<file path="config.mk">
export PLATFORM = sky130hd
export DESIGN_NAME = regfile_writeback_flat
export DESIGN_NICKNAME = d
export VERILOG_FILES = /design/src/rtl/regfile_pkg.sv /design/src/rtl/regfile_writeback_if.sv /design/src/rtl/wb_fifo.sv /design/src/rtl/regfile_writeback.sv /design/src/flat_wrapper.sv
export SDC_FILE = /design/constraint.sdc
export NUM_CORES = 1
export LEC_CHECK = 0
export BUFFER_PORTS_ARGS = -buffer_cell sky130_fd_sc_hd__buf_2
export CAP_MARGIN = 20
export CORE_AREA = 8 8 157 159
export CTS_CLUSTER_DIAMETER = 120
export DETAILED_ROUTE_END_ITERATION = 8
export DIE_AREA = 0 0 165 167
export GPL_TIMING_DRIVEN = 0
export PLACE_DENSITY = 0.64
export SYNTH_ARGS = -nofsm -noshare
export SYNTH_HDL_FRONTEND = slang
export SYNTH_SLANG_ARGS = --single-unit
</file>
<file path="constraint.sdc">
create_clock -name clk -period 4.9 [get_ports clk]
set_input_delay 1.225 -clock clk [delete_from_list [all_inputs] [get_ports clk]]
set_output_delay 1.225 -clock clk [all_outputs]
set_load 0.005 [all_outputs]
</file>
<file path="src/rtl/regfile_pkg.sv">
// Shared types and constants for the register-file writeback block.
package regfile_pkg;

    localparam int unsigned REG_AW = 5;
    localparam int unsigned REG_DW = 32;
    localparam logic [REG_AW-1:0] REG_ZERO = '0;

    // One queued register write: destination register and its data.
    typedef struct packed {
        logic [REG_AW-1:0] rd;
        logic [REG_DW-1:0] data;
    } wb_entry_t;

endpackage

</file>
<file path="src/rtl/regfile_writeback_if.sv">
// Producer handshakes, hazard query and register-file write port of the writeback block.
interface regfile_writeback_if
    import regfile_pkg::*;
#(
    parameter int unsigned DEPTH = 4,
    parameter int unsigned AW    = REG_AW,
    parameter int unsigned DW    = REG_DW,
    localparam int unsigned CW   = $clog2(DEPTH) + 1
) ();

    logic          alu_valid;
    logic          alu_ready;
    logic [AW-1:0] alu_reg;
    logic [DW-1:0] alu_data;
    logic          mem_valid;
    logic          mem_ready;
    logic [AW-1:0] mem_reg;
    logic [DW-1:0] mem_data;
    logic [AW-1:0] chk_reg;
    logic          chk_pending;
    logic [AW-1:0] write_reg;
    logic [DW-1:0] write_data;
    logic          write_enable;
    logic [CW-1:0] fifo_count;

    modport slave (
        input  alu_valid, alu_reg, alu_data,
        input  mem_valid, mem_reg, mem_data,
        input  chk_reg,
        output alu_ready, mem_ready, chk_pending,
        output write_reg, write_data, write_enable, fifo_count
    );

    modport master (
        output alu_valid, alu_reg, alu_data,
        output mem_valid, mem_reg, mem_data,
        output chk_reg,
        input  alu_ready, mem_ready, chk_pending,
        input  write_reg, write_data, write_enable, fifo_count
    );

endinterface

</file>
<file path="src/rtl/wb_fifo.sv">
// In-order writeback FIFO: up to two pushes and one pop per cycle, plus a
// parallel compare of every valid entry against a queried register number.
module wb_fifo
    import regfile_pkg::*;
#(
    parameter int unsigned DEPTH = 4,
    localparam int unsigned PW   = $clog2(DEPTH),
    localparam int unsigned CW   = PW + 1
) (
    input  logic              clk,
    input  logic              rst_n,
    input  logic              push0,
    input  wb_entry_t         push0_entry,
    input  logic              push1,
    input  wb_entry_t         push1_entry,
    input  logic              pop,
    output wb_entry_t         head,
    output logic [CW-1:0]     count,
    input  logic [REG_AW-1:0] chk_reg,
    output logic              chk_match
);

    wb_entry_t          entries [DEPTH];
    logic [DEPTH-1:0]   valid;
    logic [PW-1:0]      rd_ptr;
    logic [PW-1:0]      wr_ptr;
    logic [PW-1:0]      wr_ptr1;
    logic [1:0]         n_push;

    assign wr_ptr1 = wr_ptr + PW'(1);
    assign n_push  = {1'b0, push0} + {1'b0, push1};
    assign head    = entries[rd_ptr];

    // Pointer, occupancy and per-entry valid tracking.
    always_ff @(posedge clk) begin
        if (!rst_n) begin
            rd_ptr <= '0;
            wr_ptr <= '0;
            count  <= '0;
            valid  <= '0;
        end else begin
            if (pop) begin
                valid[rd_ptr] <= 1'b0;
                rd_ptr        <= rd_ptr + PW'(1);
            end
            if (push0) valid[wr_ptr]  <= 1'b1;
            if (push1) valid[wr_ptr1] <= 1'b1;
            wr_ptr <= wr_ptr + PW'(n_push);
            count  <= count + CW'(n_push) - CW'(pop);
        end
    end

    // Entry storage; second push lands in the slot after the first.
    always_ff @(posedge clk) begin
        if (rst_n && push0) entries[wr_ptr]  <= push0_entry;
        if (rst_n && push1) entries[wr_ptr1] <= push1_entry;
    end

    // Any valid entry targeting the queried register.
    always_comb begin
        chk_match = 1'b0;
        for (int unsigned i = 0; i < DEPTH; i++) begin
            if (valid[i] && (entries[i].rd == chk_reg)) chk_match = 1'b1;
        end
    end

endmodule

</file>
<file path="src/rtl/regfile_writeback.sv">
// Register-file writeback: arbitrates ALU and load results into an in-order
// FIFO, drops register-0 writes, and drains one registered write per cycle.
module regfile_writeback
    import regfile_pkg::*;
#(
    parameter int unsigned DEPTH = 4,
    parameter int unsigned AW    = REG_AW,
    parameter int unsigned DW    = REG_DW
) (
    input  logic               clk,
    input  logic               rst_n,
    regfile_writeback_if.slave bus
);

    localparam int unsigned CW = $clog2(DEPTH) + 1;

    logic [CW-1:0] count;
    logic [CW-1:0] free;
    logic          mem_ready;
    logic          alu_ready;
    logic          mem_push;
    logic          alu_push;
    logic          push0;
    logic          push1;
    logic          pop;
    wb_entry_t     push0_entry;
    wb_entry_t     push1_entry;
    wb_entry_t     head;
    logic          fifo_match;
    logic          write_enable_q;
    logic [AW-1:0] write_reg_q;
    logic [DW-1:0] write_data_q;

    // Free slots exclude any entry being popped this cycle; loads get first claim.
    assign free      = CW'(DEPTH) - count;
    assign mem_ready = (free != '0);
    assign alu_ready = (free >= CW'(2)) | (mem_ready & ~bus.mem_valid);

    // Register-0 results complete the handshake but never occupy the FIFO.
    assign mem_push = bus.mem_valid & mem_ready & (bus.mem_reg != AW'(REG_ZERO));
    assign alu_push = bus.alu_valid & alu_ready & (bus.alu_reg != AW'(REG_ZERO));
    assign push0    = mem_push | alu_push;
    assign push1    = mem_push & alu_push;
    assign pop      = (count != '0);

    // Compact accepted results into push slots, load ahead of ALU.
    always_comb begin
        push0_entry.rd   = mem_push ? REG_AW'(bus.mem_reg)  : REG_AW'(bus.alu_reg);
        push0_entry.data = mem_push ? REG_DW'(bus.mem_data) : REG_DW'(bus.alu_data);
        push1_entry.rd   = REG_AW'(bus.alu_reg);
        push1_entry.data = REG_DW'(bus.alu_data);
    end

    wb_fifo #(.DEPTH(DEPTH)) u_fifo (
        .clk         (clk),
        .rst_n       (rst_n),
        .push0       (push0),
        .push0_entry (push0_entry),
        .push1       (push1),
        .push1_entry (push1_entry),
        .pop         (pop),
        .head        (head),
        .count       (count),
        .chk_reg     (REG_AW'(bus.chk_reg)),
        .chk_match   (fifo_match)
    );

    // Write-port register stage; reg/data hold when nothing drains.
    always_ff @(posedge clk) begin
        if (!rst_n) begin
            write_enable_q <= 1'b0;
            write_reg_q    <= '0;
            write_data_q   <= '0;
        end else if (pop) begin
            write_enable_q <= 1'b1;
            write_reg_q    <= AW'(head.rd);
            write_data_q   <= DW'(head.data);
        end else begin
            write_enable_q <= 1'b0;
        end
    end

    assign bus.mem_ready    = mem_ready;
    assign bus.alu_ready    = alu_ready;
    assign bus.fifo_count   = count;
    assign bus.write_enable = write_enable_q;
    assign bus.write_reg    = write_reg_q;
    assign bus.write_data   = write_data_q;
    assign bus.chk_pending  = (bus.chk_reg != AW'(REG_ZERO)) &
                              (fifo_match | (write_enable_q & (write_reg_q == bus.chk_reg)));

endmodule

</file>
<file path="src/flat_wrapper.sv">
// flat-port wrapper written by rule: the top's interface ports become plain ports
module regfile_writeback_flat import regfile_pkg::*;
#(
    parameter int unsigned DEPTH = 4,
    parameter int unsigned AW    = REG_AW,
    parameter int unsigned DW    = REG_DW
)
  (clk, rst_n, bus_alu_valid, bus_alu_reg, bus_alu_data, bus_mem_valid, bus_mem_reg, bus_mem_data, bus_chk_reg, bus_alu_ready, bus_mem_ready, bus_chk_pending, bus_write_reg, bus_write_data, bus_write_enable, bus_fifo_count);
  regfile_writeback_if #(.DEPTH(DEPTH), .AW(AW), .DW(DW)) bus_i ();
  input  logic clk;
  input  logic rst_n;
  input wire logic [$bits(bus_i.alu_valid)-1:0] bus_alu_valid;
  input wire logic [$bits(bus_i.alu_reg)-1:0] bus_alu_reg;
  input wire logic [$bits(bus_i.alu_data)-1:0] bus_alu_data;
  input wire logic [$bits(bus_i.mem_valid)-1:0] bus_mem_valid;
  input wire logic [$bits(bus_i.mem_reg)-1:0] bus_mem_reg;
  input wire logic [$bits(bus_i.mem_data)-1:0] bus_mem_data;
  input wire logic [$bits(bus_i.chk_reg)-1:0] bus_chk_reg;
  output wire logic [$bits(bus_i.alu_ready)-1:0] bus_alu_ready;
  output wire logic [$bits(bus_i.mem_ready)-1:0] bus_mem_ready;
  output wire logic [$bits(bus_i.chk_pending)-1:0] bus_chk_pending;
  output wire logic [$bits(bus_i.write_reg)-1:0] bus_write_reg;
  output wire logic [$bits(bus_i.write_data)-1:0] bus_write_data;
  output wire logic [$bits(bus_i.write_enable)-1:0] bus_write_enable;
  output wire logic [$bits(bus_i.fifo_count)-1:0] bus_fifo_count;
  assign bus_i.alu_valid = bus_alu_valid;
  assign bus_i.alu_reg = bus_alu_reg;
  assign bus_i.alu_data = bus_alu_data;
  assign bus_i.mem_valid = bus_mem_valid;
  assign bus_i.mem_reg = bus_mem_reg;
  assign bus_i.mem_data = bus_mem_data;
  assign bus_i.chk_reg = bus_chk_reg;
  assign bus_alu_ready = bus_i.alu_ready;
  assign bus_mem_ready = bus_i.mem_ready;
  assign bus_chk_pending = bus_i.chk_pending;
  assign bus_write_reg = bus_i.write_reg;
  assign bus_write_data = bus_i.write_data;
  assign bus_write_enable = bus_i.write_enable;
  assign bus_fifo_count = bus_i.fifo_count;
  regfile_writeback #(.DEPTH(DEPTH), .AW(AW), .DW(DW)) u_core (.clk(clk), .rst_n(rst_n), .bus(bus_i));
endmodule
</file>
# [Word-level counts from Yosys, hierarchy flattened]
# Memories as Yosys holds them, arrays and structs flattened. A register that Yosys moved wholly into a read port is not among the register bits.
# Cells that the tools add are included.
[totals] reg_bits=12 ramBits=148 in_bits=83 out_inout_bits=44 word_cells=78 n_memories=1
[mem_list] memory="u_core.u_fifo.entries" words=4 width=37 read_ports=5 rd_clocked_by_memory_dff=1 write_ports=2 line="wb_fifo.sv:23" rtl="wb_entry_t entries [DEPTH];"
[op_classes] n_addsub=7 n_lt_le_gt_ge=7 eq_ne=5 n_mux=22 bitwise=16 reduce_logical=15
[op_table] cell="$mux W32" count=1
[op_table] cell="$eq A5 B5 Y1" count=5
[op_table] cell="$mux W4" count=5
[op_table] cell="$reduce_bool A5 Y1" count=3
[op_table] cell="$mux W1" count=12
[op_table] cell="$logic_and A1 B1 Y1" count=9
[op_table] cell="$lt A2 B3 Y1 const B" count=3
[op_table] cell="$and A1 B1 Y1" count=8
[op_table] cell="$or A4 B4 Y4" count=2
[op_table] cell="$demux W1 S2" count=3
[op_table] cell="$ge A2 B1 Y1 const B" count=3
[op_table] cell="$reduce_bool A3 Y1" count=2
[op_table] cell="$mux W5" count=1
[op_table] cell="$add A2 B1 Y2 const B" count=2
[op_table] cell="$and A4 B4 Y4" count=1
[op_table] cell="$not A4 Y4" count=1
[op_table] cell="$add A3 B2 Y3" count=1
[op_table] cell="$ge A3 B2 Y1 const B" count=1
[op_table] cell="$or A1 B1 Y1" count=3
[op_table] cell="$sub A3 B1 Y3" count=1
[op_table] cell="$sub A3 B3 Y3 const A" count=1
[op_table] cell="$add A1 B1 Y2" count=1
[op_table] cell="$add A2 B2 Y2" count=1
[op_table] cell="$logic_not A1 Y1" count=1
[op_table] cell="$not A1 Y1" count=1

# [Longest topological paths before layout]
[logic_depth] depth_word=13 ltp_mapped=15 depth_no_buf=15

# [By module]
# A second synthesis with hierarchy kept.
[hier_totals] cells_unflattened=651 hier_area_um2=10147.2
[modules_own_cells] module="wb_fifo" n_inst=1 cells_each=458 area_per_inst_um2=8045.2 seq_area_each_um2=4704.5
[modules_own_cells] module="regfile_writeback" n_inst=1 cells_each=193 area_per_inst_um2=2102.0 seq_area_each_um2=760.7

# [Least setup slack after synthesis]
# OpenSTA, ideal clock, no wires.
[synth_path] kind="in2reg" start="input bus_mem_valid" end="memory u_core.u_fifo.entries[0][0] in the netlist's numbering, enable pin" arrival_time_ps=3808 path_slack_ps=655 cell_stages=8 path_cell_list="nor2b_1 o21a_1 buf_6 ha_1 nand2_1 nor2_1 a21oi_1 nor2b_1"
[synth_rtl] item="start, declared" line="flat_wrapper.sv:15" rtl="input wire logic [$bits(bus_i.mem_valid)-1:0] bus_mem_valid;"
[synth_rtl] item="end, declared" line="wb_fifo.sv:23"

# [Final worst setup path]
[layout_path] start="input bus_chk_reg[3]" end="output bus_chk_pending"
[layout_between] elab_chain_cells=8 word_cells_on_any_way=17 cone_classes="eq/ne (5); mux (4); bitwise (3); reduce/logical (5)"
[layout_lines] item="start, declared" line="flat_wrapper.sv:18" rtl="input wire logic [$bits(bus_i.chk_reg)-1:0] bus_chk_reg;"
[layout_lines] item="$eq A5 B5 Y1" line="wb_fifo.sv:63" rtl="if (valid[i] && (entries[i].rd == chk_reg)) chk_match = 1'b1;"
[layout_lines] item="$logic_and A1 B1 Y1" line="wb_fifo.sv:63"
[layout_lines] item="$mux W1 (4 in series)" line="wb_fifo.sv:63"
[layout_lines] item="$or A1 B1 Y1" line="regfile_writeback.sv:90" rtl="(fifo_match | (write_enable_q & (write_reg_q == bus.chk_reg)));"
[layout_lines] item="$and A1 B1 Y1 (*)" line="regfile_writeback.sv:89" rtl="assign bus.chk_pending = (bus.chk_reg != AW'(REG_ZERO)) &"
[layout_lines] item="end, declared" line="flat_wrapper.sv:21" rtl="output wire logic [$bits(bus_i.chk_pending)-1:0] bus_chk_pending;"
# Mark *: on every way between the ends. The rest lies on a longest branch, timed or not.

==> impl_metrics.env <==
export IMPL_power_density_mw_per_mm2=530
export IMPL_cts_clk_slew_worst_paths_ps=70
export IMPL_slowest_stage="nor4_1"
export IMPL_cp_cell_sequence="clkbuf_1 > xor2_1 > nor4_1 > nand3_1 > nand3_1 > o22a_1 > buf_2"
export IMPL_synth_area_mm2=0.00980
export IMPL_cts_tree="yes"
export IMPL_final_nets=901
export IMPL_worstSetupPathType="primary input to output pin"
export IMPL_required_ps=3670
export IMPL_leakage_nw=4.29
export IMPL_start_util_pct=44.1
export IMPL_tightest_slew_ps=769
export IMPL_fill_cells=1878
export IMPL_ioPinCount=127
export IMPL_drv_slew=0
export IMPL_min_period_ps=3830
export IMPL_grtUsageTotal_pct=17.9
export IMPL_io_buffer_count=120
export IMPL_wirelength_um=24100
export IMPL_cp_num_buf_inv=2
export IMPL_crit_top_cell="nand3_1"
export IMPL_dp_hpwl_um=16500
export IMPL_setup_viol=0
export IMPL_whs_ps=471
export IMPL_antenna_found_initial=1
export IMPL_yosysWarnings=0
export IMPL_critPathLaunchType="primary input"
export IMPL_die_area_mm2=0.0276
export IMPL_clkSinkCount=197
export IMPL_grt_pass1_vias=6594
export IMPL_antenna_cells=0
export IMPL_syn_nets=757
export IMPL_finalWeightedCongestion=0.789
export IMPL_grt_ovfl_total=0
export IMPL_fmax_ghz=0.261
export IMPL_critPathMaxStageDelay_ps=410
export IMPL_core_area_mm2=0.0222
export IMPL_ys_ff_latch=197
export IMPL_syn_inst=659
export IMPL_synth_edf_count=148
export IMPL_rsz0062_at_grt="false"
export IMPL_clockRootBuffer="clkbuf_16"
export IMPL_clockBufferDepth=2
export IMPL_crit_fanout=6
export IMPL_skew_ps=11.8
export IMPL_wl_per_cell_um=21.9
export IMPL_hold_path_class="flip-flop to flip-flop"
export IMPL_largest_reg_flops=148
export IMPL_grt_max_degree=25
export IMPL_cts_resized=0
export IMPL_rows=55
export IMPL_viasPerCell=5.34
export IMPL_crit_family="simple AND/OR/NAND/NOR gates"
export IMPL_netlist_cell_type_count=40
export IMPL_drive_gt1_share_pct=41.7
export IMPL_cts_buffers=17
export IMPL_hold_buffers=0
export IMPL_status="completed"
export IMPL_die_h_um=167
export IMPL_fin_crit_sh_pct=78.3
export IMPL_grt_pass1_wl_um=37300
export IMPL_final_common_cell="edfxtp_1"
export IMPL_dr_total_vias=5878
export IMPL_drc=0
export IMPL_dpl_cell_area_mm2=0.0109
export IMPL_peakVddDrop_mv=0.317
export IMPL_crit_path_end_kind="output pin"
export IMPL_area_delta_synth_final_pct=17.0
export IMPL_drtIter0Drc=296
export IMPL_syn_avg_cell_area_um2=14.9
export IMPL_drv_cap=0
export IMPL_ant_nets=0
export IMPL_final_cell_mix="edfxtp_1, buf_2, mux2_2, nand2_1, dfxtp_1"
export IMPL_hold_violations=0
export IMPL_ys_seq_area_share_pct=55.3
export IMPL_clk_latency_ps=440
export IMPL_die_w_um=165
export IMPL_htree_levels=4
export IMPL_relSlewSlack_pct=48.7
export IMPL_finalInstanceArea_mm2=0.0115
export IMPL_post_cts_buffers=0
export IMPL_async_reset_ff_share_pct=0
export IMPL_worstPathArrival_ps=2610
export IMPL_synthFlopType="edfxtp_1"
export IMPL_firstDrtPassIters=4
layout make-up:
type | count | area (um2) | area share [%]
Multi-Input combinational cell | 404 | 4040 | 35.2
Inverter | 14 | 52.6 | 0.458
Clock buffer | 19 | 433 | 3.77
Clock inverter | 13 | 138 | 1.20
Buffer | 44 | 314 | 2.74
Sequential cell | 197 | 5430 | 47.3
Tap cell | 285 | 357 | 3.11
Timing Repair Buffer | 125 | 716 | 6.24
cells in the mapped netlist, types with 2 or more instances:
library cell	number	share of area, %
xor2_1	21	1.9
buf_12	3	0.61
nor2_1	7	0.27
edfxtp_1	148	45
a21boi_0	37	2.8
dfxtp_1	49	10
mux2_2	87	10
ha_1	14	1.8
buf_2	5	0.26
mux4_2	37	8.5
mux2_1	31	3.6
a31o_2	4	0.36
inv_1	13	0.50
nor2b_1	5	0.32
and2_1	6	0.38
or4_1	2	0.15
nand3_1	8	0.41
buf_6	8	0.92
clkbuf_1	24	0.92
mux2_4	30	4.6
nand2_1	84	3.2
nor3_1	2	0.10
xnor2_1	9	0.80
nand2_4	2	0.23
nor4_1	5	0.32
mux2i_1	2	0.20
buf_8	3	0.46
kinds of logic (layout without fill, tap and decap cells):
group                    after synthesis  after routing  share of synthesized area [%]
buffers and inverters                 58            215                           3.74
AO/OA/AOI/OAI                         48             48                           3.79
flip-flops                           197            197                           55.3
XOR/XNOR                              30             30                           2.68
multiplexers                         187            187                           26.9
adder cells (fa/ha/maj)               15             15                           1.99
AND/OR/NAND/NOR                      124            124                           5.62
final timing paths:
| check | startpoint | endpoint | slack (ps) | depth (start not counted) |
|---|---|---|---|---|
| hold reg to reg | u_core.bus.write_data[11]$_SDFFE_PN0N_ | u_core.bus.write_data[11]$_SDFFE_PN0N_ | 470 | 2 |
| setup reg to reg | u_core.u_fifo.count[0]$_SDFF_PN0_ | u_core.u_fifo.entries[1][23]$_DFFE_PP_ | 1450 | 12 |
| hold / removal | u_core.bus.write_data[11]$_SDFFE_PN0N_ | u_core.bus.write_data[11]$_SDFFE_PN0N_ | 470 | 2 |
| setup / recovery | bus_chk_reg[3] | bus_chk_pending | 1070 | 7 |
layer usage:
layer,wire (um),GRT usage [%],vias up
met3,1070,3.40,16
li1,-,-,2743
met2,12400,31.5,133
met5,12,0,-
met4,170,3.96,2
met1,10500,22.2,2984
stage by stage:
step / instances / setup WS [ps] / utilization (%) / TNS (ps) / total power, mW
after floorplan: 659 / 655 / - / 0 / 3.96
after global placement: 1064 / -1580 / 48.4 / -170380 / 4.69
after detailed placement: 1069 / 990 / 49.0 / 0 / 4.80
after CTS: 1101 / 1090 / 51.6 / 0 / 6.14
after global routing: 1101 / 1020 / 51.6 / 0 / 6.42
final: 1101 / 1070 / 51.6 / 0 / 6.08
where the power goes:
part           internal (mW)  total (mW)  switching (mW)
Clock                  0.680        1.36           0.677
Sequential              2.26        2.44           0.174
Combinational           1.08        2.28            1.20
worst reg2reg max path: stages (launching register included):
cell      delay, ps
dfxtp_1         370
inv_1            70
ha_1            230
ha_1            220
o211ai_1        420
nand3_1         170
inv_1            90
ha_1            270
inv_1           130
mux2i_1         160
nand2_1         150
nor2_4          570
buf_12          300
Power figures use the tool's default switching activity.
